File: src/rtl/muhux_pkg.sv
// ============================================================================
//  Module      : muhux_pkg
//  Description : Shared constants, FSM encoding and round-robin pick helper
//                for the muhux round-robin mux scheduler.
//  Revision    : 1.0 - initial release
// ============================================================================
`default_nettype none

package muhux_pkg;

    // Requester count and mux select width
    localparam int SEL_W = 2;
    localparam int N_REQ = 4;

    // FSM encoding
    localparam logic [0:0] c_ST_IDLE  = 1'b0;
    localparam logic [0:0] c_ST_GRANT = 1'b1;

    // Pick the first asserted request scanning ptr, ptr+1, ... modulo N_REQ.
    // Returns ptr when nothing is asserted; callers qualify with |req.
    function automatic logic [SEL_W-1:0] rr_pick(
        input logic [N_REQ-1:0] req,
        input logic [SEL_W-1:0] ptr
    );
        logic [SEL_W-1:0] idx;
        logic             found;
        rr_pick = ptr;
        found   = 1'b0;
        for (int i = 0; i < N_REQ; i++) begin
            idx = ptr + SEL_W'(i);
            if (!found && req[idx]) begin
                rr_pick = idx;
                found   = 1'b1;
            end
        end
    endfunction

endpackage

`default_nettype wire

File: src/rtl/muhux_mux4.sv
// ============================================================================
//  Module      : muhux_mux4
//  Description : Combinational 4:1 single-bit multiplexer.
//  Revision    : 1.0 - initial release
// ============================================================================
`default_nettype none

module muhux_mux4
    import muhux_pkg::*;
(
    input  logic [N_REQ-1:0] i_d,
    input  logic [SEL_W-1:0] i_sel,
    output logic             o_y
);

    // Select one data bit
    assign o_y = i_d[i_sel];

endmodule

`default_nettype wire

File: src/rtl/tt_um_muhux_rr_sched.sv
// ============================================================================
//  Module      : tt_um_muhux_rr_sched
//  Description : Round-robin scheduler time-sharing one 4:1 bit mux among four
//                requesters, with a programmable per-grant dwell and a
//                registered mux output. TinyTapeout tile top level.
//  Config      : define MUHUX_REQSYNC_EN to pass req[3:0] through a 2-flop
//                synchronizer ahead of the FSM (+2 cycles request latency).
//  Revision    : 1.0 - initial release
// ============================================================================
`default_nettype none

module tt_um_muhux_rr_sched
    import muhux_pkg::*;
#(
    parameter int DWELL_DEFAULT = 4,
    parameter int CNT_W         = 4
) (
    input  logic       clk,
    input  logic       rst_n,
    input  logic       ena,
    input  logic [7:0] ui_in,
    input  logic [7:0] uio_in,
    output logic [7:0] uo_out,
    output logic [7:0] uio_out,
    output logic [7:0] uio_oe
);

    // ------------------------------------------------------------------
    // Input decode
    // ------------------------------------------------------------------
    logic [N_REQ-1:0] w_d;
    logic [N_REQ-1:0] w_req_raw;
    logic [N_REQ-1:0] w_req;
    logic             w_cfg_we;
    logic [CNT_W-1:0] w_cfg_dwell;
    logic             w_unused;

    assign w_d         = ui_in[3:0];
    assign w_req_raw   = ui_in[7:4];
    assign w_cfg_we    = uio_in[4];
    assign w_cfg_dwell = CNT_W'(uio_in[3:0]);

    // The tile enable and upper uio bits carry no function
    assign w_unused = &{1'b0, ena, uio_in[7:5]};

`ifdef MUHUX_REQSYNC_EN
    logic [N_REQ-1:0] r_req_s1;
    logic [N_REQ-1:0] r_req_s2;

    // Two-flop request synchronizer; data bits are deliberately left raw
    always_ff @(posedge clk or negedge rst_n) begin
        if (!rst_n) begin
            r_req_s1 <= '0;
            r_req_s2 <= '0;
        end else begin
            r_req_s1 <= w_req_raw;
            r_req_s2 <= r_req_s1;
        end
    end

    assign w_req = r_req_s2;
`else
    assign w_req = w_req_raw;
`endif

    // ------------------------------------------------------------------
    // State
    // ------------------------------------------------------------------
    logic [0:0]       r_state;
    logic [SEL_W-1:0] r_sel;
    logic [SEL_W-1:0] r_ptr;
    logic [CNT_W-1:0] r_cnt;
    logic [CNT_W-1:0] r_dwell;
    logic [N_REQ-1:0] r_gnt;
    logic             r_busy;
    logic             r_dout;

    logic [0:0]       w_state_nx;
    logic [SEL_W-1:0] w_sel_nx;
    logic [SEL_W-1:0] w_ptr_nx;
    logic [CNT_W-1:0] w_cnt_nx;
    logic             w_busy_nx;
    logic [N_REQ-1:0] w_gnt_nx;
    logic             w_mux_y;

    logic             w_end;
    logic             w_arb;
    logic [SEL_W-1:0] w_scan_ptr;
    logic [SEL_W-1:0] w_pick;
    logic [CNT_W-1:0] w_cnt_load;

    // A grant ends on dwell expiry or when its owner drops the request;
    // both cases are handled the same way.
    assign w_end = (r_state == c_ST_GRANT) && ((r_cnt == '0) || !w_req[r_sel]);
    assign w_arb = (r_state == c_ST_IDLE) || w_end;

    // On a grant end the scan starts just past the outgoing owner so that
    // the owner is considered last (and is re-granted if alone).
    assign w_scan_ptr = w_end ? (r_sel + SEL_W'(1)) : r_ptr;
    assign w_pick     = rr_pick(w_req, w_scan_ptr);

    // Dwell 0 behaves as 1
    assign w_cnt_load = (r_dwell == '0) ? '0 : (r_dwell - CNT_W'(1));

    // Next-state / arbitration logic
    always_comb begin
        w_state_nx = r_state;
        w_sel_nx   = r_sel;
        w_ptr_nx   = r_ptr;
        w_cnt_nx   = r_cnt;
        w_busy_nx  = r_busy;

        if (w_end) begin
            w_ptr_nx = r_sel + SEL_W'(1);
        end

        if (w_arb) begin
            if (|w_req) begin
                w_state_nx = c_ST_GRANT;
                w_sel_nx   = w_pick;
                w_cnt_nx   = w_cnt_load;
                w_busy_nx  = 1'b1;
            end else begin
                w_state_nx = c_ST_IDLE;
                w_sel_nx   = '0;
                w_cnt_nx   = '0;
                w_busy_nx  = 1'b0;
            end
        end else begin
            w_cnt_nx = r_cnt - CNT_W'(1);
        end
    end

    assign w_gnt_nx = w_busy_nx ? (N_REQ'(1) << w_sel_nx) : '0;

    // The mux looks at the next select so dout lands on the same edge as gnt/sel
    muhux_mux4 u_mux (
        .i_d   (w_d),
        .i_sel (w_sel_nx),
        .o_y   (w_mux_y)
    );

    // FSM, pointer, counter and output registers
    always_ff @(posedge clk or negedge rst_n) begin
        if (!rst_n) begin
            r_state <= c_ST_IDLE;
            r_sel   <= '0;
            r_ptr   <= '0;
            r_cnt   <= '0;
            r_gnt   <= '0;
            r_busy  <= 1'b0;
            r_dout  <= 1'b0;
        end else begin
            r_state <= w_state_nx;
            r_sel   <= w_sel_nx;
            r_ptr   <= w_ptr_nx;
            r_cnt   <= w_cnt_nx;
            r_gnt   <= w_gnt_nx;
            r_busy  <= w_busy_nx;
            r_dout  <= w_busy_nx ? w_mux_y : 1'b0;
        end
    end

    // Dwell register; a new value only applies at the next grant entry
    always_ff @(posedge clk or negedge rst_n) begin
        if (!rst_n) begin
            r_dwell <= CNT_W'(DWELL_DEFAULT);
        end else if (w_cfg_we) begin
            r_dwell <= w_cfg_dwell;
        end
    end

    assign uo_out  = {r_busy, r_gnt, r_sel, r_dout};
    assign uio_out = 8'h00;
    assign uio_oe  = 8'h00;

endmodule

`default_nettype wire
File: config.mk
export PLATFORM = sky130hd
export DESIGN_NAME = tt_um_muhux_rr_sched
export DESIGN_NICKNAME = d
export VERILOG_FILES = /design/src/rtl/muhux_pkg.sv /design/src/rtl/muhux_mux4.sv /design/src/rtl/tt_um_muhux_rr_sched.sv
export SDC_FILE = /design/constraint.sdc
export NUM_CORES = 1
export LEC_CHECK = 0
export ABC_AREA = 1
export BUFFER_PORTS_ARGS = -buffer_cell sky130_fd_sc_hd__buf_4
export CAP_MARGIN = 5
export CORE_UTILIZATION = 45
export DETAILED_ROUTE_END_ITERATION = 7
export PLACE_DENSITY = 0.79
export SLEW_MARGIN = 20
export SYNTH_ARGS = -nofsm -noshare
export SYNTH_HDL_FRONTEND = slang
export SYNTH_SLANG_ARGS = --single-unit
export TNS_END_PERCENT = 100
File: constraint.sdc
create_clock -name clk -period 3.05 [get_ports clk]
set_input_delay 0.4575 -clock clk [delete_from_list [all_inputs] [get_ports clk]]
set_output_delay 0.4575 -clock clk [all_outputs]
set_load 0.1 [all_outputs]
**Yosys cells after proc, flatten, opt, wreduce, memory -nomap -nowiden**

Index checks and enable logic that the tools add are counted.

- Register bits: 19
- Input port bits: 19
- Logic and storage cells: 63

- $add $sub $neg: 6
- $lt $le $gt $ge: 6
- Shifts and indexed selects: 1
- Multiplexer cells: 28
- Bitwise logic cells: 1
- Reduce and logical (&&, ||, !) cells: 13

Operators by type and width:

| cell | count |
|---|---|
| < comparator 2 x 3 -> 1 bit (second input constant) | 6 |
| 2-to-1 mux 4 bit | 4 |
| binary-select mux 1 bit (select 2 bit) | 6 |
| 2-to-1 mux 1 bit | 12 |
| 2-to-1 mux 2 bit | 6 |
| logical NOT 4 bit | 2 |
| subtractor 4 x 1 -> 4 bit (second input constant) | 2 |
| adder 2 x 1 -> 2 bit (second input constant) | 2 |
| adder 2 bit (second input constant) | 2 |
| logical AND 1 bit | 4 |
| logical NOT 1 bit | 4 |
| OR reduction 4 bit | 1 |
| << shifter 1 x 2 -> 4 bit (first input constant) | 1 |
| logical OR 1 bit | 2 |
| NOT 1 bit | 1 |

**Depth between registers and ports, before layout**

Gate-level depths: netlist (run 1).

- Depth in word-level cells: 23
- Mapped depth: 23
- Gate-level depth less buffers: 22

**Cells and area by module**

A second synthesis (run 1) with hierarchy kept.

- Cell total of the unflattened synthesis: 203
- Area total of the unflattened synthesis: 1435.1 µm²

By module, submodules not included:

| module | instances | cells an instance | area an instance (µm²) | seq. area each (µm²) |
|---|---|---|---|---|
| tt_um_muhux_rr_sched | 1 | 190 | 1383.8 | 476.7 |
| muhux_mux4 | 1 | 13 | 51.3 | 0.0 |

**Worst setup path before layout (run 1)**

Ideal clock, no wire load.

- Path kind: reg2reg
- Start: register r_sel[0]
- End: register r_dout
- Library setup time: 0.074 ns
- Arrival: 2.658 ns
- Required time: 2.976 ns
- Setup slack: 0.318 ns
- Cell stages (with the launch flop): 20
- Buffers on the path: 1
- Period minus slack after synthesis: 2.732 ns
- Path through: dfrtp_1 -> nand2_1 -> nand3_2 -> nand2_2 -> nand2_4 -> nand3_1 -> nand2_4 -> buf_12 -> nand2_2 -> nand3_1 -> nand2_2 -> nor2_4 -> nand2_1 -> nand2_1 -> nand2_1 -> nand2_1 -> nand2_2 -> a21oi_2 -> nand2_1 -> a21oi_2

- Longest elaborated chain between the ends: 23
- Elaborated cells between the ends (all ways): 37
- Those cells by class: add/sub (4); mux (23); reduce/logical (10)

Ends and longest elaborated chain:

| item | RTL line | RTL |
|---|---|---|
| start, declared | tt_um_muhux_rr_sched.sv:70 | `logic [SEL_W-1:0] r_sel;` |
| start signal, assigned | tt_um_muhux_rr_sched.sv:155 | `r_sel <= w_sel_nx;` |
| parallel branches: the longest is 22 deep, another holds adder 2 x 1 -> 2 bit | - |  |
| 2-to-1 mux 1 bit * | tt_um_muhux_rr_sched.sv:160 | `r_dout <= w_busy_nx ? w_mux_y : 1'b0;` |
| end signal, assigned | tt_um_muhux_rr_sched.sv:160 |  |
| end, declared | tt_um_muhux_rr_sched.sv:76 | `logic r_dout;` |

Every way passes the cells marked *. The select of a mux whose other input is x is not followed.
A chain may end at the register's enable or synchronous reset.

**Final worst setup path (run 1)**

- Start: register r_cnt[0]
- End: register r_dout

- Longest elaborated chain between the ends: 21
- Elaborated cells between the ends (all ways): 34
- Those cells by class: add/sub (3); mux (21); reduce/logical (10)

Ends and longest elaborated chain:

| item | RTL line | RTL |
|---|---|---|
| start, declared | tt_um_muhux_rr_sched.sv:72 | `logic [CNT_W-1:0] r_cnt;` |
| start signal, assigned | tt_um_muhux_rr_sched.sv:157 | `r_cnt <= w_cnt_nx;` |
| logical NOT 4 bit * | tt_um_muhux_rr_sched.sv:94 | `assign w_end = (r_state == c_ST_GRANT) && ((r_cnt == '0) \|\| !w_req[r_sel]);` |
| logical OR 1 bit * | tt_um_muhux_rr_sched.sv:94 |  |
| logical AND 1 bit * | tt_um_muhux_rr_sched.sv:94 |  |
| parallel branches: the longest is 17 deep, another holds adder 2 x 1 -> 2 bit | - |  |
| 2-to-1 mux 1 bit * | tt_um_muhux_rr_sched.sv:160 |  |

Marks and branches as above.

==> results of run 1 <==
## stage by stage
stage          utilization [%]  cell area [um2]  hold slack (ns)
2_1_floorplan                -             1510            0.162
3_3_place_gp              51.7             1580            0.341
3_5_place_dp              51.7             1580            0.339
4_1_cts                   52.6             1610          0.00377
5_1_grt                   52.6             1610          0.00918
6_report                  52.6             1610          0.00847
## Yosys cell counts (2+ instances only)
library cell | instances | area [um2]
o21ai_0 | 9 | 45.0
a21oi_2 | 2 | 17.5
buf_4 | 18 | 135
dfrtp_1 | 18 | 450
nand3b_1 | 2 | 15.0
nand3_2 | 4 | 40.0
nand2_4 | 6 | 67.6
nand2_1 | 63 | 236
inv_1 | 20 | 75.1
nand2_2 | 12 | 75.1
xor2_1 | 2 | 17.5
nor2_1 | 7 | 26.3
nand3_1 | 18 | 90.1
nor3_1 | 4 | 20.0
ha_1 | 3 | 37.5
nor2_4 | 2 | 22.5
## state kept, by name, summed over array words and instances, names as in the netlist
name     cells
r_gnt        4
r_dwell      4
r_cnt        4
r_ptr        2
r_busy       1
r_sel        2
r_dout       1
r_state      1
## layout make-up
type | instances | area [um2] | area share, %
multi-input cells | 155 | 803 | 50.0
clock inverters | 1 | 5.00 | 0.312
inverters | 21 | 78.8 | 4.91
clock buffers | 3 | 22.5 | 1.40
well taps | 44 | 55.1 | 3.43
repair buffers | 22 | 165 | 10.3
flip-flops and latches | 19 | 477 | 29.7
## worst max-delay path by stage
| stage | end | startpoint | slack, ns | cells past startpoint |
|---|---|---|---|---|
| after detailed placement | r_dout | ui_in[7] | 0.57 | 20 |
| after floorplan | r_dout | r_sel[0] | 0.32 | 19 |
| after global placement | r_dout | ui_in[7] | 0.60 | 20 |
| after CTS | r_dout | r_cnt[0] | 0.70 | 18 |
| after global routing | r_dout | r_cnt[0] | 0.45 | 18 |
| final | r_dout | r_cnt[0] | 0.73 | 18 |
## metal layers
layer  track usage (%)  vias up
met4              5.10        0
met2              26.0       27
met3              2.42        2
met1              22.6      507
met5                 0        -
li1                  -      635
## cells in the final DEF, fill, tap and decap left out, drive strengths merged, types with 3 or more instances in the layout
cell and instances:
nor2 9, conb 16, nor3 4, buf 22, o21ai 10, a21oi 3, inv 21, clkbuf 3
ha 3, nand3 22, dfrtp 18, nand2 81
## cell families after synthesis
family,Yosys count,synth area share [%]
buffers and inverters,40,16.1
AO/OA/AOI/OAI,14,5.66
AND/OR/NAND/NOR,120,41.5
flip-flops,19,32.7
other,1,0.257
adder cells (fa/ha/maj),3,2.58
XOR/XNOR,2,1.20
==> impl_metrics.json, run 1 <==
{
  "dr.pass1.iters": 4,
  "ctsHtreeMaxLevel": 1,
  "path_clk_slew_ns": 0.11,
  "drc": 0,
  "placed_cells": 261,
  "cp.required_ns": 3.28,
  "cts.sinks": 19,
  "syn_area_um2": 1460,
  "synth_cell_type_count": 25,
  "antenna_left": 0,
  "cp_slowest_cell": "dfrtp_1",
  "dp_slack_ns": 0.568,
  "vias": 1171,
  "synth_ff_type": "dfrtp_1",
  "diodes": 0,
  "viasPerCell": 4.42,
  "clk_latency_ns": 0.29,
  "routed_wl_um": 2460,
  "fin_crit_sh_pct": 75.9,
  "regToRegEndpoint": "r_dout",
  "reg2reg_from": "r_cnt[0]",
  "critPathLaunchType": "flip-flop",
  "syn_inst": 199,
  "floorplan.rows": 20,
  "grt_pass1_wl_um": 4280,
  "rsz0062_at_grt": "false",
  "slowest_delay_ns": 0.41,
  "port_buffers": 22,
  "antenna_found_initial": 0,
  "hpwl_um": 2000,
  "grt.total_usage_pct": 16.2,
  "cpLargestDelayFamily": "simple AND/OR/NAND/NOR gates",
  "drt-met1-wl_um": 1270,
  "cts_tree": "built",
  "clock_path_buffers": 2,
  "critPathCaptureType": "flip-flop",
  "critPathBufInv": 1,
  "cts_hold_buf": 0,
  "worstSetupPathType": "reg2reg",
  "start_util_pct": 47.7,
  "fillerInstances": 318,
  "setup_tns_ns": 0,
  "fin_ws_ns": 0.734,
  "die_h_um": 58.9,
  "cp_max_fo": 14,
  "crit_chain": "inv_1, ha_1, nand2_1, nand2_4, nand3_1, nand2_4, nand2_1, nand2_1, nand2_1, nand2_2, nand3_1, nand2_1, nand2_1, nand2_1, nand2_2, a21oi_2, nand2_1, a21oi_2",
  "cts_inserted_buffers": 3,
  "grt_pass1_vias": 1048,
  "fmax_ghz": 0.432,
  "gp_congestion": 0.784,
  "synth_edf_count": 0,
  "routed.top_layer": "met4",
  "finClkSkew_ns": 0.00237,
  "hold_class": "in2async",
  "layout.cells.non_filler": 265,
  "syn_to_final_growth_pct": 10.2,
  "die_area_um2": 3470,
  "dr_wl_met3_um": 95,
  "drt_iter0_markers": 23,
  "nets": 244,
  "ys_async_sr_fraction_pct": 100,
  "die_width_um": 58.9,
  "met2_length_um": 1080,
  "overflow": 0,
  "yosysWarnings": 0,
  "ys_seq_elements": 19,
  "drive_gt1_share_pct": 24.9,
  "syn_avg_cell_area_um2": 7.32,
  "postCtsSetupRepairBufs": 0,
  "reg2regPathDepth": 18,
  "cp_data_arrival_time_ns": 2.55,
  "wl_per_cell_um": 9.28,
  "post-route-min-period_ns": 2.32,
  "setup_viol": 0,
  "grt_max_degree": 20,
  "finalHoldViolations": 0,
  "core_area_um2": 3050,
  "cts-resized-gates": 0,
  "drv_cap": 0,
  "reg2reg_slack_ns": 0.73,
  "root_buffer": "clkbuf_4",
  "drv_slew": 0,
  "cp_common_cell": "nand2_1",
  "status": "complete, no violations",
  "seq_area_frac_synth_pct": 32.7,
  "io_pins": 43
}
Power of run 1 is not shown: default switching activity piles up to over one toggle a cycle in this logic, so the estimate is an artifact.
==> run 2: changes to the inputs <==
==> constraint.sdc (replaced) <==
create_clock -name clk -period 2.4 [get_ports clk]
set_input_delay 0.36 -clock clk [delete_from_list [all_inputs] [get_ports clk]]
set_output_delay 0.36 -clock clk [all_outputs]
set_load 0.1 [all_outputs]
==> run 2 against run 1 <==
Effect of this change:
- clock skew hardly changed
- routed wire length rose by 27%
- setup slack lost 0.71 ns
- worst hold slack improved by 0.25 ns
- flip-flop and latch count did not move
- via count grew 14%
- design area increased by 15%
- core utilization increased by 8.1 points
- non-clock buffer count increased by 16
- die area is the same
- sequential share of layout area down 3.8 points
- global-route usage increased by 1.8 points
==> impl_metrics.json, run 2 (synthesized netlist as in run 1, its figures left out) <==
{
  "status": "complete, no violations",
  "cp_slowest_cell": "dfrtp_2",
  "overflow": 0,
  "grt_max_degree": 20,
  "finish.utilization_pct": 60.7,
  "critPathLaunchType": "flip-flop",
  "viasPerCell": 4.72,
  "cts_tree": "built",
  "port_buffers": 22,
  "hpwl_um": 2120,
  "die_h_um": 58.9,
  "dr.pass1.iters": 4,
  "drv_slew": 0,
  "vias": 1336,
  "slowest_delay_ns": 0.47,
  "rsz0062_at_grt": "true",
  "crit_chain": "inv_2, nand2_2, nand3_2, nand2_2, nand2_4, nand2_8, nand2_4, nand2_4, buf_12, nand2_2, nand2_1, nand2_1, nand2_2, nor2_4, nand3_2, nand3_1, nand2_2, a21oi_2, nand2_1, a21oi_2",
  "clock_path_buffers": 2,
  "post-route-min-period_ns": 2.37,
  "cp_max_fo": 6,
  "root_buffer": "clkbuf_4",
  "antenna_found_initial": 0,
  "grt.total_usage_pct": 18.0,
  "cp_data_arrival_time_ns": 2.60,
  "critPathCaptureType": "flip-flop",
  "cts.sinks": 19,
  "ctsHtreeMaxLevel": 1,
  "fmax_ghz": 0.422,
  "finClkSkew_ns": 0.00217,
  "floorplan.rows": 20,
  "nets": 262,
  "fillerInstances": 291,
  "cpLargestDelayFamily": "simple AND/OR/NAND/NOR gates",
  "cts_inserted_buffers": 3,
  "grt_pass1_vias": 1121,
  "drive_gt1_share_pct": 38.9,
  "gp_congestion": 0.802,
  "largestRegisters": "r_cnt x4, r_dwell x4, r_gnt x4",
  "routed_wl_um": 3120,
  "setup_viol": 0,
  "multi_input_area_um2": 912,
  "final_cell_mix": "49 x nand2_1, 36 x buf_4, 23 x nand2_2",
  "syn_to_final_growth_pct": 27.1,
  "diodes": 0,
  "drc": 0,
  "regArea_um2": 479,
  "cp.required_ns": 2.63,
  "grt_pass1_wl_um": 4670,
  "hold_class": "in2reg",
  "die_width_um": 58.9,
  "finalHoldViolations": 0,
  "die_area_um2": 3470,
  "cp_common_cell": "nand2_2",
  "critPathBufInv": 2,
  "holdWs_ns": 0.259,
  "final_common_cell": "nand2_1",
  "path_clk_slew_ns": 0.11,
  "io_pins": 43,
  "antenna_left": 0,
  "clk_latency_ns": 0.30,
  "wl_per_cell_um": 11.0,
  "start_util_pct": 47.7,
  "drt_iter0_markers": 26,
  "fin_crit_sh_pct": 98.8,
  "core_area_um2": 3050,
  "drv_cap": 0,
  "worstSetupPathType": "reg2reg"
}
==> run 2: worst register-to-register path, delay by kind of cell (launching register included) <==
kind | cells | cell delay [ns]
AND/OR/NAND/NOR | 16 | 1.32
buffers and inverters | 2 | 0.24
flip-flops | 1 | 0.47
AO/OA/AOI/OAI | 2 | 0.28
==> run 2: final timing paths <==
kind	slack, ns	to	from	cells past startpoint
max	0.03	r_dout	r_sel[0]	20
min	0.26	r_dwell[0]	uio_in[0]	3
max reg2reg	0.03	r_dout	r_sel[0]	20
min reg2reg	0.54	r_dwell[2]	r_dwell[2]	2
max in group asynchronous	1.68	r_dwell[2]	rst_n	2
min in group asynchronous	0.46	r_dwell[3]	rst_n	2
==> run 2: cell type report <==
| type | count | share of cell area, % |
|---|---|---|
| Clock inverter | 1 | 0.270 |
| Clock buffer | 3 | 1.22 |
| Tap cell | 44 | 2.97 |
| Timing Repair Buffer | 38 | 16.2 |
| Sequential cell | 19 | 25.9 |
| Multi-Input combinational cell | 157 | 49.2 |
| Inverter | 21 | 4.25 |
==> run 2: per-stage QoR <==
step / std cells / TNS, ns / worst slack, ns / area [um2]
5_1_grt: 283 / -0.679 / -0.175 / 1850
2_1_floorplan: 214 / 0 / 0.00414 / 1520
4_1_cts: 270 / 0 / 0.0353 / 1650
6_report: 283 / 0 / 0.0286 / 1850
3_3_place_gp: 265 / 0 / 0.103 / 1610
3_5_place_dp: 265 / 0 / 0.0515 / 1610
==> run 2: repair_timing <==
| action | in CTS | in global routing |
|---|---|---|
| buffers inserted | 0 | 11 |
| hold buffers | 1 | 0 |
| hold endpoints to repair | 18 | 0 |
| setup endpoints to repair | 0 | 6 |
| gates resized for setup | 0 | 26 |
==> run 2: layer usage <==
metal  track usage [%]  part of all wire, %
met5                 0                    0
met3              2.20                  2.9
met4              9.18                  2.5
met2              28.2                   47
met1              24.4                   47
Power of run 2 is left out for the same reason.
